==> config.mk <==
export PLATFORM = sky130hd
export DESIGN_NAME = mem_stage
export DESIGN_NICKNAME = d
export VERILOG_FILES = /design/src/rtl/mem_stage.sv
export SDC_FILE = /design/constraint.sdc
export NUM_CORES = 1
export LEC_CHECK = 0
export BUFFER_PORTS_ARGS = -buffer_cell sky130_fd_sc_hd__buf_2
export CORE_AREA = 10 10 185 187
export CTS_BUF_LIST = sky130_fd_sc_hd__clkbuf_4
export CTS_CLUSTER_SIZE = 12
export DETAILED_ROUTE_END_ITERATION = 6
export DIE_AREA = 0 0 195 197
export GPL_TIMING_DRIVEN = 0
export PLACE_DENSITY = 0.59
export SLEW_MARGIN = 20
export SYNTH_ARGS = -nofsm -noshare
export SYNTH_HDL_FRONTEND = slang
export SYNTH_SLANG_ARGS = --single-unit
==> constraint.sdc <==
create_clock -name clk -period 8.9 [get_ports clk]
set_input_delay 0.89 -clock clk [delete_from_list [all_inputs] [get_ports clk]]
set_output_delay 0.89 -clock clk [all_outputs]
set_load 0.05 [all_outputs]
==> src/rtl/mem_stage.sv <==
// Memory-access pipeline stage: waits for in-order data-SRAM responses, aligns and
// extends load data per byte lane, and drives the write-back and forward buses.

module mem_stage_lane #(
  parameter int LANE  = 0,
  parameter int VEC_W = 8
) (
  input  logic [3:0][VEC_W-1:0] word,
  input  logic [VEC_W-1:0]      res_byte,
  input  logic [1:0]            p,
  input  logic [6:0]            ld_inst,
  output logic [VEC_W-1:0]      byte_out,
  output logic                  wen
);
  localparam logic [1:0] L = 2'(LANE);

  logic [2:0]       sum;
  logic [1:0]       lwl_idx;
  logic [VEC_W-1:0] b_sel, h_sel;
  logic             b_sign, h_sign;

  // lane L of lwl takes source byte L-(3-p); lane L of lwr takes source byte L+p
  assign sum     = {1'b0, L} + {1'b0, p};
  assign lwl_idx = 2'(sum - 3'd3);
  assign b_sel   = word[p];
  assign h_sel   = word[{p[1], L[0]}];
  assign b_sign  = b_sel[VEC_W-1];
  assign h_sign  = word[{p[1], 1'b1}][VEC_W-1];

  always_comb begin
    byte_out = res_byte;
    wen      = 1'b1;
    if (ld_inst[6])      byte_out = word[L];
    else if (ld_inst[5]) byte_out = (L == 2'd0) ? b_sel : {VEC_W{b_sign}};
    else if (ld_inst[4]) byte_out = (L == 2'd0) ? b_sel : '0;
    else if (ld_inst[3]) byte_out = (L < 2'd2) ? h_sel : {VEC_W{h_sign}};
    else if (ld_inst[2]) byte_out = (L < 2'd2) ? h_sel : '0;
    else if (ld_inst[1]) begin
      wen      = (sum >= 3'd3);
      byte_out = wen ? word[lwl_idx] : '0;
    end else if (ld_inst[0]) begin
      wen      = (sum <= 3'd3);
      byte_out = wen ? word[sum[1:0]] : '0;
    end
  end
endmodule

module mem_stage #(
  parameter int ES_TO_MS_BUS_WD = 128,
  parameter int MS_TO_WS_BUS_WD = 123,
  parameter int MS_FWD_BUS_WD   = 40
) (
  input  logic                       clk,
  input  logic                       reset,
  input  logic                       ws_allowin,
  output logic                       ms_allowin,
  input  logic                       es_to_ms_valid,
  input  logic [ES_TO_MS_BUS_WD-1:0] es_to_ms_bus,
  input  logic                       es_to_ms_req,
  input  logic                       es_req_accept,
  input  logic                       data_sram_data_ok,
  input  logic [31:0]                data_sram_rdata,
  output logic                       ms_to_ws_valid,
  output logic [MS_TO_WS_BUS_WD-1:0] ms_to_ws_bus,
  output logic [MS_FWD_BUS_WD-1:0]   ms_fwd_bus,
  output logic                       ms_ex,
  input  logic                       flush
);
  localparam int NUM_LANES = 4;
  localparam int VEC_W     = 8;

  typedef struct packed {
    logic [31:0] badvaddr;
    logic [10:0] c0_bus;
    logic        bd;
    logic        ex;
    logic [4:0]  excode;
    logic [6:0]  ld_inst;
    logic        res_from_mem;
    logic        gr_we;
    logic [4:0]  dest;
    logic [31:0] res;
    logic [31:0] pc;
  } es_bus_t;

  typedef struct packed {
    logic [31:0] badvaddr;
    logic [10:0] c0_bus;
    logic        bd;
    logic        ex;
    logic [4:0]  excode;
    logic [3:0]  rf_wen;
    logic [4:0]  dest;
    logic [31:0] result;
    logic [31:0] pc;
  } ws_bus_t;

  es_bus_t                             ms_bus;
  ws_bus_t                             ws_bus;
  logic                                ms_valid, ms_req, got;
  logic [1:0]                          out_cnt, dis_cnt;
  logic [31:0]                         buf_data;
  logic                                resp_ok, capture, ms_ready_go, leave;
  logic [NUM_LANES-1:0][VEC_W-1:0]     word, res_b, result;
  logic [NUM_LANES-1:0]                wen;

  // a response belongs to the stage only once all pre-flush responses have drained
  assign resp_ok     = data_sram_data_ok && (dis_cnt == 2'd0);
  assign capture     = ms_valid && ms_req && !got && resp_ok;
  assign ms_ready_go = !ms_req || got || resp_ok;
  assign ms_allowin  = !ms_valid || (ms_ready_go && ws_allowin);
  assign leave       = ms_valid && ms_ready_go && ws_allowin;

  always_ff @(posedge clk) begin
    if (reset)                ms_valid <= 1'b0;
    else if (flush)           ms_valid <= 1'b0;
    else if (ms_allowin)      ms_valid <= es_to_ms_valid;

    if (es_to_ms_valid && ms_allowin) begin
      ms_bus <= es_bus_t'(es_to_ms_bus);
      ms_req <= es_to_ms_req;
    end

    if (reset || flush)       got <= 1'b0;
    else if (leave)           got <= 1'b0;
    else if (capture)         got <= 1'b1;

    if (capture) buf_data <= data_sram_rdata;
  end

  always_ff @(posedge clk) begin
    if (reset) begin
      out_cnt <= 2'd0;
      dis_cnt <= 2'd0;
    end else begin
      out_cnt <= out_cnt + 2'(es_req_accept) - 2'(data_sram_data_ok);
      if (flush)
        dis_cnt <= out_cnt + 2'(es_req_accept) - 2'(data_sram_data_ok);
      else if (dis_cnt != 2'd0 && data_sram_data_ok)
        dis_cnt <= dis_cnt - 2'd1;
    end
  end

  assign word  = got ? buf_data : data_sram_rdata;
  assign res_b = ms_bus.res;

  for (genvar i = 0; i < NUM_LANES; i++) begin : g_lane
    mem_stage_lane #(.LANE(i), .VEC_W(VEC_W)) u_lane (
      .word     (word),
      .res_byte (res_b[i]),
      .p        (ms_bus.res[1:0]),
      .ld_inst  (ms_bus.ld_inst),
      .byte_out (result[i]),
      .wen      (wen[i])
    );
  end

  always_comb begin
    ws_bus.badvaddr = ms_bus.badvaddr;
    ws_bus.c0_bus   = ms_bus.c0_bus;
    ws_bus.bd       = ms_bus.bd;
    ws_bus.ex       = ms_bus.ex;
    ws_bus.excode   = ms_bus.excode;
    ws_bus.rf_wen   = wen & {4{ms_bus.gr_we && !ms_bus.ex}};
    ws_bus.dest     = ms_bus.dest;
    ws_bus.result   = result;
    ws_bus.pc       = ms_bus.pc;
  end

  assign ms_to_ws_bus   = ws_bus;
  assign ms_to_ws_valid = ms_valid && ms_ready_go && !flush;
  assign ms_ex          = ms_valid && ms_bus.ex;
  assign ms_fwd_bus     = {ms_valid && ms_bus.c0_bus[8],
                           ms_valid && ms_bus.res_from_mem && !ms_ready_go,
                           ms_valid && ms_bus.gr_we && !flush,
                           ms_bus.dest,
                           32'(result)};
endmodule

==> results.yml, run 1 <==
status:
  status: "complete, no violations"
min_path:
  whs_path_depth: 1
  whs_endpoint: "ms_fwd_bus[36]"
  hold_path_class: "in -> reg"
  holdCritStartpoint: "es_to_ms_bus[68]"
power_and_ir_drop:
  p_per_area_nw_per_um2: 159
  p_sw_share_pct: 39.1
  seq_power_share_pct: 44.4
  ir_drop_uv: 141
  combPwrFrac_pct: 34.9
  intPower_mw: 1.27
  p_leak_nw: 5.29
  clock_power_share_pct: 20.7
  netSwitchingPower_uw: 818
cts:
  hold_buffers: 0
  post_cts_buffers: 0
  cts_buffers: 17
  clkTransAtPathRegs_ns: 0.16
  clkLatencyLatePin_ns: 0.62
  cts_resized: 0
  clockBufferDepth: 2
  htree_num_levels: 4
  tritoncts: "done"
  clock-sinks: 167
  cts_root_buffer: "clkbuf_4"
timing:
  slew_headroom_pct: 27.1
  hold_slack_ns: 0.426
  tightest_slew_ns: 1.09
  timing.final.crit_share_pct: 62.8
  setup-violations-final: 0
  max_freq_ghz: 0.179
  rsz0062_at_grt: "no"
  maxSlewViolCount: 0
  layout_min_cycle_time_ns: 5.59
  finalHoldViolCount: 0
  clock_skew_ns: 0.0277
synthesis:
  synth_top_area_share_pct: 45.9
  async_flop_share_pct: 0
  syn_nets: 1035
  ys_seq_area_share_pct: 47.0
  yosys.area.top_type: "edfxtp_1"
  synth_area_leaders: "edfxtp_1 (46%), buf_4 (9.3%), mux4_2 (8.5%)"
  synth_area_per_cell_um2: 12.3
  synth.distinct_cells: 58
  synth_cells: 859
  synth_seq_cells: 167
  syn-cell-area_um2: 10500
  synth-main-ff-cell: "edfxtp_1"
  synth_edf_count: 161
  yosysWarnings: 0
worst_setup_path:
  critPathLaunchType: "register"
  r2r_start: "got"
  crit_arrival_ns: 4.70
  endpoint_kind: "output port"
  required_ns: 8.01
  critPathMaxFanout: 12
  ff2ff_path_depth: 11
  reg2reg_slack_ns: 5.76
  worstReg2RegEnd: "ms_to_ws_bus[74]"
  crit_type: "reg -> out"
layout:
  postLayoutCellArea_um2: 13200
  finish.utilization_pct: 43.4
  final_nets: 1394
  drive_gt1_share_pct: 52.0
  area_delta_synth_final_pct: 25.2
die:
  boundaryPins: 334
  die_x_um: 195
  rows: 64
  initial_utilization_pct: 34.6
  die_y_um: 197
  dieArea_um2: 38400
  coreArea_um2: 30400
routing:
  first_pass_iters: 5
  antenna_left: 0
  wirelength_mm: 42.2
  drt_iter0_drc: 937
  drc: 0
  via_count: 8979
  vias_per_cell: 5.50
  wl_per_cell_um: 25.9
placed_design:
  dp.final_hpwl_mm: 32.6
  gp_congestion: 0.978
  place_area_um2: 12900
  io_buffers: 333
global_routing:
  antenna_found_initial: 18
  track_usage_pct: 21.3
  grt_max_degree: 26
  grt_first_pass_wirelength_mm: 61.0
  grt_overflow: 0
  first_global_vias: 9216
flow_run:
  maxCapViolations: 0
==> Yosys cell counts, drive strengths merged, types with 2 or more instances <==
master,number
nand2,32
a31oi,11
o21ai,38
dfxtp,6
nor3,7
mux2i,33
o41a,3
o41ai,13
a2111oi,8
ha,8
o2111a,8
nor2b,19
o31ai,4
a21o,6
edfxtp,161
o311ai,2
nand2b,16
and2,2
mux2,43
mux4,40
nor3b,2
a211oi,8
and3b,2
o31a,6
buf,157
nand3,8
xnor2,3
clkbuf,21
xor2,2
a22oi,2
a221oi,29
nor4,11
nor2,78
inv,15
a21oi,29
o22ai,15
o2111ai,2
or2,4
==> registers in the layout (all words and copies together) (netlist names) <==
name          flops
dis_cnt           2
ms_fwd_bus        5
buf_data         32
ms_bus            9
ms_to_ws_bus     82
res_b            32
ms_req            1
out_cnt           2
ms_valid          1
got               1
==> worst max-delay path by stage <==
stage	from	end
after floorplan	got	ms_bus[69]
after global placement	got	ms_to_ws_bus[24]
after detailed placement	res_b[1]	ms_to_ws_bus[36]
after CTS	res_b[1]	ms_to_ws_bus[36]
after global routing	res_b[1]	ms_to_ws_bus[57]
final	res_b[1]	ms_to_ws_bus[36]
==> worst max-delay path, cell delays in order, from the launching register on <==
cell and delay, ns:
edfxtp_1 0.54, buf_6 0.22, inv_1 0.17, buf_2 0.36, ha_1 0.35, buf_6 0.21
nand2_2 0.23, buf_2 0.35, o22ai_1 0.14, o41ai_1 0.37, o22ai_1 0.11, o21ai_0 0.58
buf_4 0.21, buf_2 0.26
==> cells by family (layout without fill, tap and decap cells) <==
| logic type | Yosys count | count (layout) | share of synthesized area, % |
|---|---|---|---|
| mux | 116 | 116 | 16.3 |
| xor+xnor | 5 | 5 | 0.416 |
| simple gates | 183 | 183 | 8.26 |
| flops | 167 | 167 | 47.0 |
| fa+ha+maj | 8 | 8 | 0.950 |
| buf+inv | 193 | 565 | 12.7 |
| other cells | 0 | 5 | 0 |
| compound gates | 187 | 187 | 14.4 |
==> final cells by class <==
class	count	area, um^2
clock inverters	15	134
flip-flops and latches	167	4950
fillers	2936	17200
diodes	5	12.5
plain buffers	178	1290
well taps	396	495
multi-input cells	499	4270
repair buffers	340	1850
clock buffers	17	128
inverters	15	56.3
==> cell usage in the layout, fill, tap and decap left out, types with 9 or more instances in the layout <==
master / netlist / layout
mux2_2: 32 / 32
a31oi_1: 11 / 11
edfxtp_1: 161 / 161
mux2i_1: 33 / 33
buf_2: 9 / 342
o21ai_0: 38 / 38
a221oi_2: 20 / 20
o41ai_1: 12 / 12
clkbuf_4: 0 / 17
o22ai_1: 14 / 14
mux4_2: 40 / 40
inv_1: 14 / 14
nor2b_1: 19 / 19
a221oi_1: 9 / 9
nor2_1: 77 / 76
nand2b_1: 16 / 16
buf_6: 13 / 13
nand2_1: 31 / 31
a21oi_1: 29 / 28
buf_4: 131 / 131
nor4_1: 11 / 11
clkbuf_1: 20 / 20
mux2_1: 11 / 11
==> routing by layer <==
layer | GRT usage [%] | wire (um) | vias to the layer above
met5 | 0 | 181 | -
met4 | 8.94 | 1590 | 26
met3 | 9.39 | 5190 | 117
met2 | 34.6 | 20000 | 630
met1 | 23.9 | 15300 | 4266
li1 | - | - | 3940
==> metrics by stage <==
step	setup TNS [ns]	instances	setup WS, ns	power [mW]
after floorplan	0	859	0.804	1.46
after global routing	0	1629	3.10	2.18
after detailed placement	0	1595	4.10	1.67
final	0	1632	3.31	2.09
after global placement	-289.43	1588	-2.26	1.67
after CTS	0	1627	3.38	2.11
==> power groups by stage <==
| stage | Sequential [mW] | Clock (mW) | Combinational, mW |
|---|---|---|---|
| after floorplan | 0.949 | 0 | 0.512 |
| after global placement | 0.959 | 0 | 0.709 |
| after detailed placement | 0.948 | 0 | 0.725 |
| after CTS | 0.930 | 0.451 | 0.727 |
| after global routing | 0.934 | 0.478 | 0.767 |
| final | 0.929 | 0.432 | 0.731 |
No activity file was read; power rests on OpenSTA's default activity.
==> inputs of run 2 (changes only) <==
PLACE_DENSITY = 0.61   (was 0.59)
clock period = 5 ns   (was 8.9 ns; I/O delays follow)
==> run 2 against run 1 <==
Against the previous run:
- sequential share of layout area shrank 2.9 points
- routed wire length increased by 7.3%
- worst hold slack got worse by 0.38 ns
- clock skew shrank 0.0058 ns
- critical path type unchanged
- largest power group unchanged
==> results.yml, run 2 (synthesis gave the netlist of run 1 again) <==
status:
  status: "complete, no violations"
timing:
  fin_ws_ns: 0.116
  setup-violations-final: 0
  maxSlewViolCount: 0
  finalHoldViolCount: 0
  layout_min_cycle_time_ns: 4.88
  tightest_slew_ns: 1.22
  clock_skew_ns: 0.0219
  max_freq_ghz: 0.205
  timing.final.crit_share_pct: 97.7
  slew_headroom_pct: 18.8
  rsz0062_at_grt: "no"
worst_setup_path:
  max_stage_delay_ns: 0.49
  crit_arrival_ns: 4.38
  critPathSlowestCell: "edfxtp_1"
  critPathLaunchType: "register"
  critPathMaxFanout: 12
  cp_cell_sequence: "buf_6 -> inv_1 -> buf_4 -> ha_1 -> buf_6 -> nand2_2 -> clkbuf_4 -> o22ai_1 -> o31ai_1 -> a2111oi_4 -> a221oi_2 -> buf_4 -> buf_4 -> buf_2"
  reg2reg_slack_ns: 1.77
  endpoint_kind: "output port"
  required_ns: 4.50
  crit_path_frequent_cell: "buf_4"
  crit_type: "reg -> out"
global_routing:
  antenna_found_initial: 12
  first_global_vias: 9616
  grt_first_pass_wirelength_mm: 64.5
  use_met3_pct: 8.74
  busiest_layer: "met2"
  met1_usage_pct: 25.1
  grt_max_degree: 26
  grtUsageMet2_pct: 37.5
  grt_overflow: 0
  track_usage_pct: 22.5
layout:
  postLayoutCellArea_um2: 14300
  largest_register_ffs: 82
  final_cell_mix: "buf_2 (339), edfxtp_1 (161), buf_4 (134), dlygate4sd3_1 (99), nor2_1 (76)"
  final_common_cell: "buf_2"
  ff_latch_area_um2: 4950
  drive_gt1_share_pct: 48.5
  multi_input_area_um2: 4350
  area_delta_synth_final_pct: 35.6
  fillers: 2802
  final_nets: 1496
routing:
  wirelength_mm: 45.3
  via_count: 9524
  antenna_left: 0
  first_pass_iters: 7
  drt_iter0_drc: 1063
  wl_per_cell_um: 26.1
  drc: 0
  vias_per_cell: 5.50
cts:
  cts_buffers: 17
  clock-sinks: 167
  clockBufferDepth: 2
  htree_num_levels: 4
  clkLatencyLatePin_ns: 0.62
  clkTransAtPathRegs_ns: 0.14
  cts_root_buffer: "clkbuf_4"
  tritoncts: "done"
power_and_ir_drop:
  netSwitchingPower_mw: 1.47
  seq_power_share_pct: 42.7
  p_leak_nw: 5.74
  p_sw_share_pct: 37.9
  p_per_area_nw_per_um2: 271
  clock_power_share_pct: 21.3
  intPower_mw: 2.41
  ir_drop_uv: 263
  combPwrFrac_pct: 36.0
die:
  initial_utilization_pct: 34.6
  rows: 64
  die_x_um: 195
  dieArea_um2: 38400
  boundaryPins: 334
  coreArea_um2: 30400
  die_y_um: 197
placed_design:
  io_buffers: 333
  gp_congestion: 0.989
  pre_cts_slack_ns: 0.485
  place_area_um2: 12900
  dp.final_hpwl_mm: 33.1
min_path:
  hold_path_class: "in -> reg"
flow_run:
  maxCapViolations: 0
-- run 2: cell type report --
cell class / count / area share [%]
multi-input cells: 499 / 30.4
clock buffers: 17 / 0.893
flip-flops and latches: 167 / 34.7
repair buffers: 442 / 20.0
clock inverters: 14 / 1.02
well taps: 396 / 3.47
plain buffers: 178 / 9.05
inverters: 15 / 0.394
diodes: 4 / 0.0701
-- run 2: power groups by stage --
stage	Combinational (mW)	Clock (mW)	Sequential (mW)
floorplan	0.913	0	1.68
global placement	1.27	0	1.69
detailed placement	1.30	0	1.69
CTS	1.35	0.844	1.65
global route	1.46	0.902	1.66
finish	1.40	0.825	1.65
-- run 2: path summary, 6_finish.rpt --
path | startpoint | endpoint | cells after the start
worst min register to register | dis_cnt[1] | dis_cnt[1] | 2
worst min-delay path | es_to_ms_bus[36] | res_b[4] | 1
worst max register to register | got | ms_to_ws_bus[2] | 11
worst max-delay path | res_b[1] | ms_to_ws_bus[63] | 14
-- run 2: timing repair --
action,CTS,global route
setup buffers,0,2
pin swaps,0,3
endpoints found under the hold margin,74,25
setup endpoints to repair,12,20
gates resized for setup,4,11
cloned,0,0
hold buffers,74,25
-- run 2: per-layer routing --
layer / share of wire (%) / vias up / wire length [um]
met2: 48 / 689 / 21800
met4: 4.2 / 16 / 1890
li1: - / 4133 / -
met3: 12 / 132 / 5540
met1: 35 / 4554 / 15900
met5: 0.25 / - / 112
-- run 2: stage by stage --
stage	util [%]	setup TNS, ns	instances	power (mW)	hold WS [ns]
after global placement	41.8	-6.92	1588	2.96	0.541
after detailed placement	42.5	0	1596	2.98	0.551
after floorplan	-	0	859	2.59	0.513
after CTS	45.8	0	1701	3.85	0.000342
after global routing	47.0	0	1732	4.02	-0.00508
final	47.0	0	1732	3.88	0.0500
-- run 2: critical path: cells and delay by family (launching register included) --
kind                       cells  cell delay, ns
AOI/OAI and AO/OA              4            0.98
buffers and inverters          8            1.72
adders and majority gates      1            0.33
and+or+nand+nor                1            0.24
DFF                            1            0.49
==> inputs of run 3 (changes only) <==
PLACE_DENSITY = 0.59   (was 0.61)
clock period = 5.91 ns   (was 5 ns; I/O delays follow)
==> run 3 against run 2 <==
Against the previous run:
- core utilization fell by 3.5 points
- sequential power is 15% lower
- first-iteration DRC count is 3.4% lower
- sequential cell count unchanged
- via count decreased by 5.7%
- non-clock buffer count fell by 102
- highest routed layer unchanged
- critical endpoint unchanged
==> results.yml, run 3 (synthesis gave the netlist of run 1 again) <==
status:
  status: "complete, no violations"
placed_design:
  pre_cts_slack_ns: 1.32
  dp.final_hpwl_mm: 32.7
  io_buffers: 333
  gp_congestion: 0.956
cts:
  hold_buffers: 0
  clkLatencyLatePin_ns: 0.63
  htree_num_levels: 4
  clock-sinks: 167
  cts_root_buffer: "clkbuf_4"
  cts_buffers: 17
  post_cts_buffers: 0
  tritoncts: "done"
  cts_resized: 0
  clockBufferDepth: 2
  clkTransAtPathRegs_ns: 0.16
layout:
  drive_gt1_share_pct: 51.9
  area_delta_synth_final_pct: 25.5
  fillers: 2984
  final_nets: 1394
  multi_input_area_um2: 4270
  largest_register_ffs: 82
  finish.utilization_pct: 43.5
  ff_latch_area_um2: 4950
  final_cell_mix: "buf_2 (342), edfxtp_1 (161), buf_4 (131), nor2_1 (76), mux4_2 (40)"
  final_common_cell: "buf_2"
worst_setup_path:
  crit_arrival_ns: 4.75
  r2r_start: "got"
  critPathLaunchType: "register"
  crit_path_frequent_cell: "buf_2"
  endpoint_kind: "output port"
  worstReg2RegEnd: "ms_to_ws_bus[24]"
  critPathSlowestCell: "edfxtp_1"
  reg2reg_slack_ns: 2.70
  crit_type: "reg -> out"
  critPathMaxFanout: 12
  crit_start: "res_b[1]"
  required_ns: 5.32
  max_stage_delay_ns: 0.53
  cp_cell_sequence: "buf_6 -> inv_1 -> buf_2 -> ha_1 -> buf_6 -> nand2_2 -> buf_2 -> o22ai_1 -> o31ai_1 -> a2111oi_2 -> a221oi_1 -> buf_4 -> buf_2"
  ff2ff_path_depth: 12
timing:
  fin_ws_ns: 0.565
  timing.final.crit_share_pct: 90.4
  clock_skew_ns: 0.0298
  layout_min_cycle_time_ns: 5.35
  slew_headroom_pct: 23.2
  tightest_slew_ns: 1.15
  rsz0062_at_grt: "no"
  setup-violations-final: 0
  maxSlewViolCount: 0
  finalHoldViolCount: 0
  max_freq_ghz: 0.187
global_routing:
  grt_overflow: 0
  grt_first_pass_wirelength_mm: 61.2
  first_global_vias: 9170
  grt_max_degree: 26
  track_usage_pct: 21.4
  antenna_found_initial: 15
min_path:
  whs_endpoint: "ms_to_ws_bus[78]"
  holdCritStartpoint: "es_to_ms_bus[83]"
  hold_path_class: "in -> reg"
  whs_path_depth: 1
routing:
  first_pass_iters: 5
  drt_iter0_drc: 1027
  drc: 0
  wl_per_cell_um: 26.3
  wirelength_mm: 42.9
  vias_per_cell: 5.51
  antenna_left: 0
  via_count: 8978
die:
  initial_utilization_pct: 34.6
  die_y_um: 197
  coreArea_um2: 30400
  boundaryPins: 334
  rows: 64
  dieArea_um2: 38400
  die_x_um: 195
power_and_ir_drop:
  ir_drop_uv: 178
  p_leak_nw: 5.30
  p_per_area_nw_per_um2: 244
flow_run:
  maxCapViolations: 0
[run 3: power breakdown]
part | switching (mW) | internal [mW] | total (mW)
logic | 0.744 | 0.363 | 1.11
clock network | 0.455 | 0.269 | 0.724
registers | 0.0274 | 1.37 | 1.40
total | 1.23 | 2.00 | 3.23
[run 3: routing by layer]
metal,GRT usage [%],part of all wire (%)
met5,0,0.41
met1,24.2,36
met2,34.6,47
met3,9.27,13
met4,8.88,3.8
[run 3: worst max path at each step]
stage | end | slack [ns] | cells after the start
after global placement | ms_to_ws_bus[113] | -1.14 | 8
after floorplan | ms_bus[69] | 0.72 | 8
after CTS | ms_to_ws_bus[63] | 0.60 | 13
after global routing | ms_to_ws_bus[63] | 0.42 | 13
after detailed placement | ms_to_ws_bus[63] | 1.32 | 13
final | ms_to_ws_bus[63] | 0.56 | 13
[run 3: critical path: cells and delay by family (launching register included)]
| kind | cells | cell delay (ns) |
|---|---|---|
| buf+inv | 7 | 1.72 |
| flops | 1 | 0.53 |
| fa+ha+maj | 1 | 0.35 |
| simple gates | 1 | 0.22 |
| compound gates | 4 | 1.32 |
[run 3: per-stage QoR]
stage | hold slack [ns] | power, mW | cell area (um^2) | cells | setup TNS, ns
2_1_floorplan | 0.513 | 2.19 | 10500 | 859 | 0
3_3_place_gp | 0.536 | 2.51 | 12700 | 1588 | -145.34
3_5_place_dp | 0.545 | 2.52 | 12900 | 1595 | 0
4_1_cts | 0.0695 | 3.25 | 13200 | 1627 | 0
5_1_grt | 0.0549 | 3.36 | 13200 | 1628 | 0
6_report | 0.123 | 3.23 | 13200 | 1630 | 0
[run 3: layout make-up]
class	instances	area share, %
plain buffers	178	9.73
diodes	3	0.0568
clock buffers	18	1.02
inverters	15	0.426
multi-input cells	499	32.3
clock inverters	14	1.24
repair buffers	340	14.0
well taps	396	3.75
flip-flops and latches	167	37.5
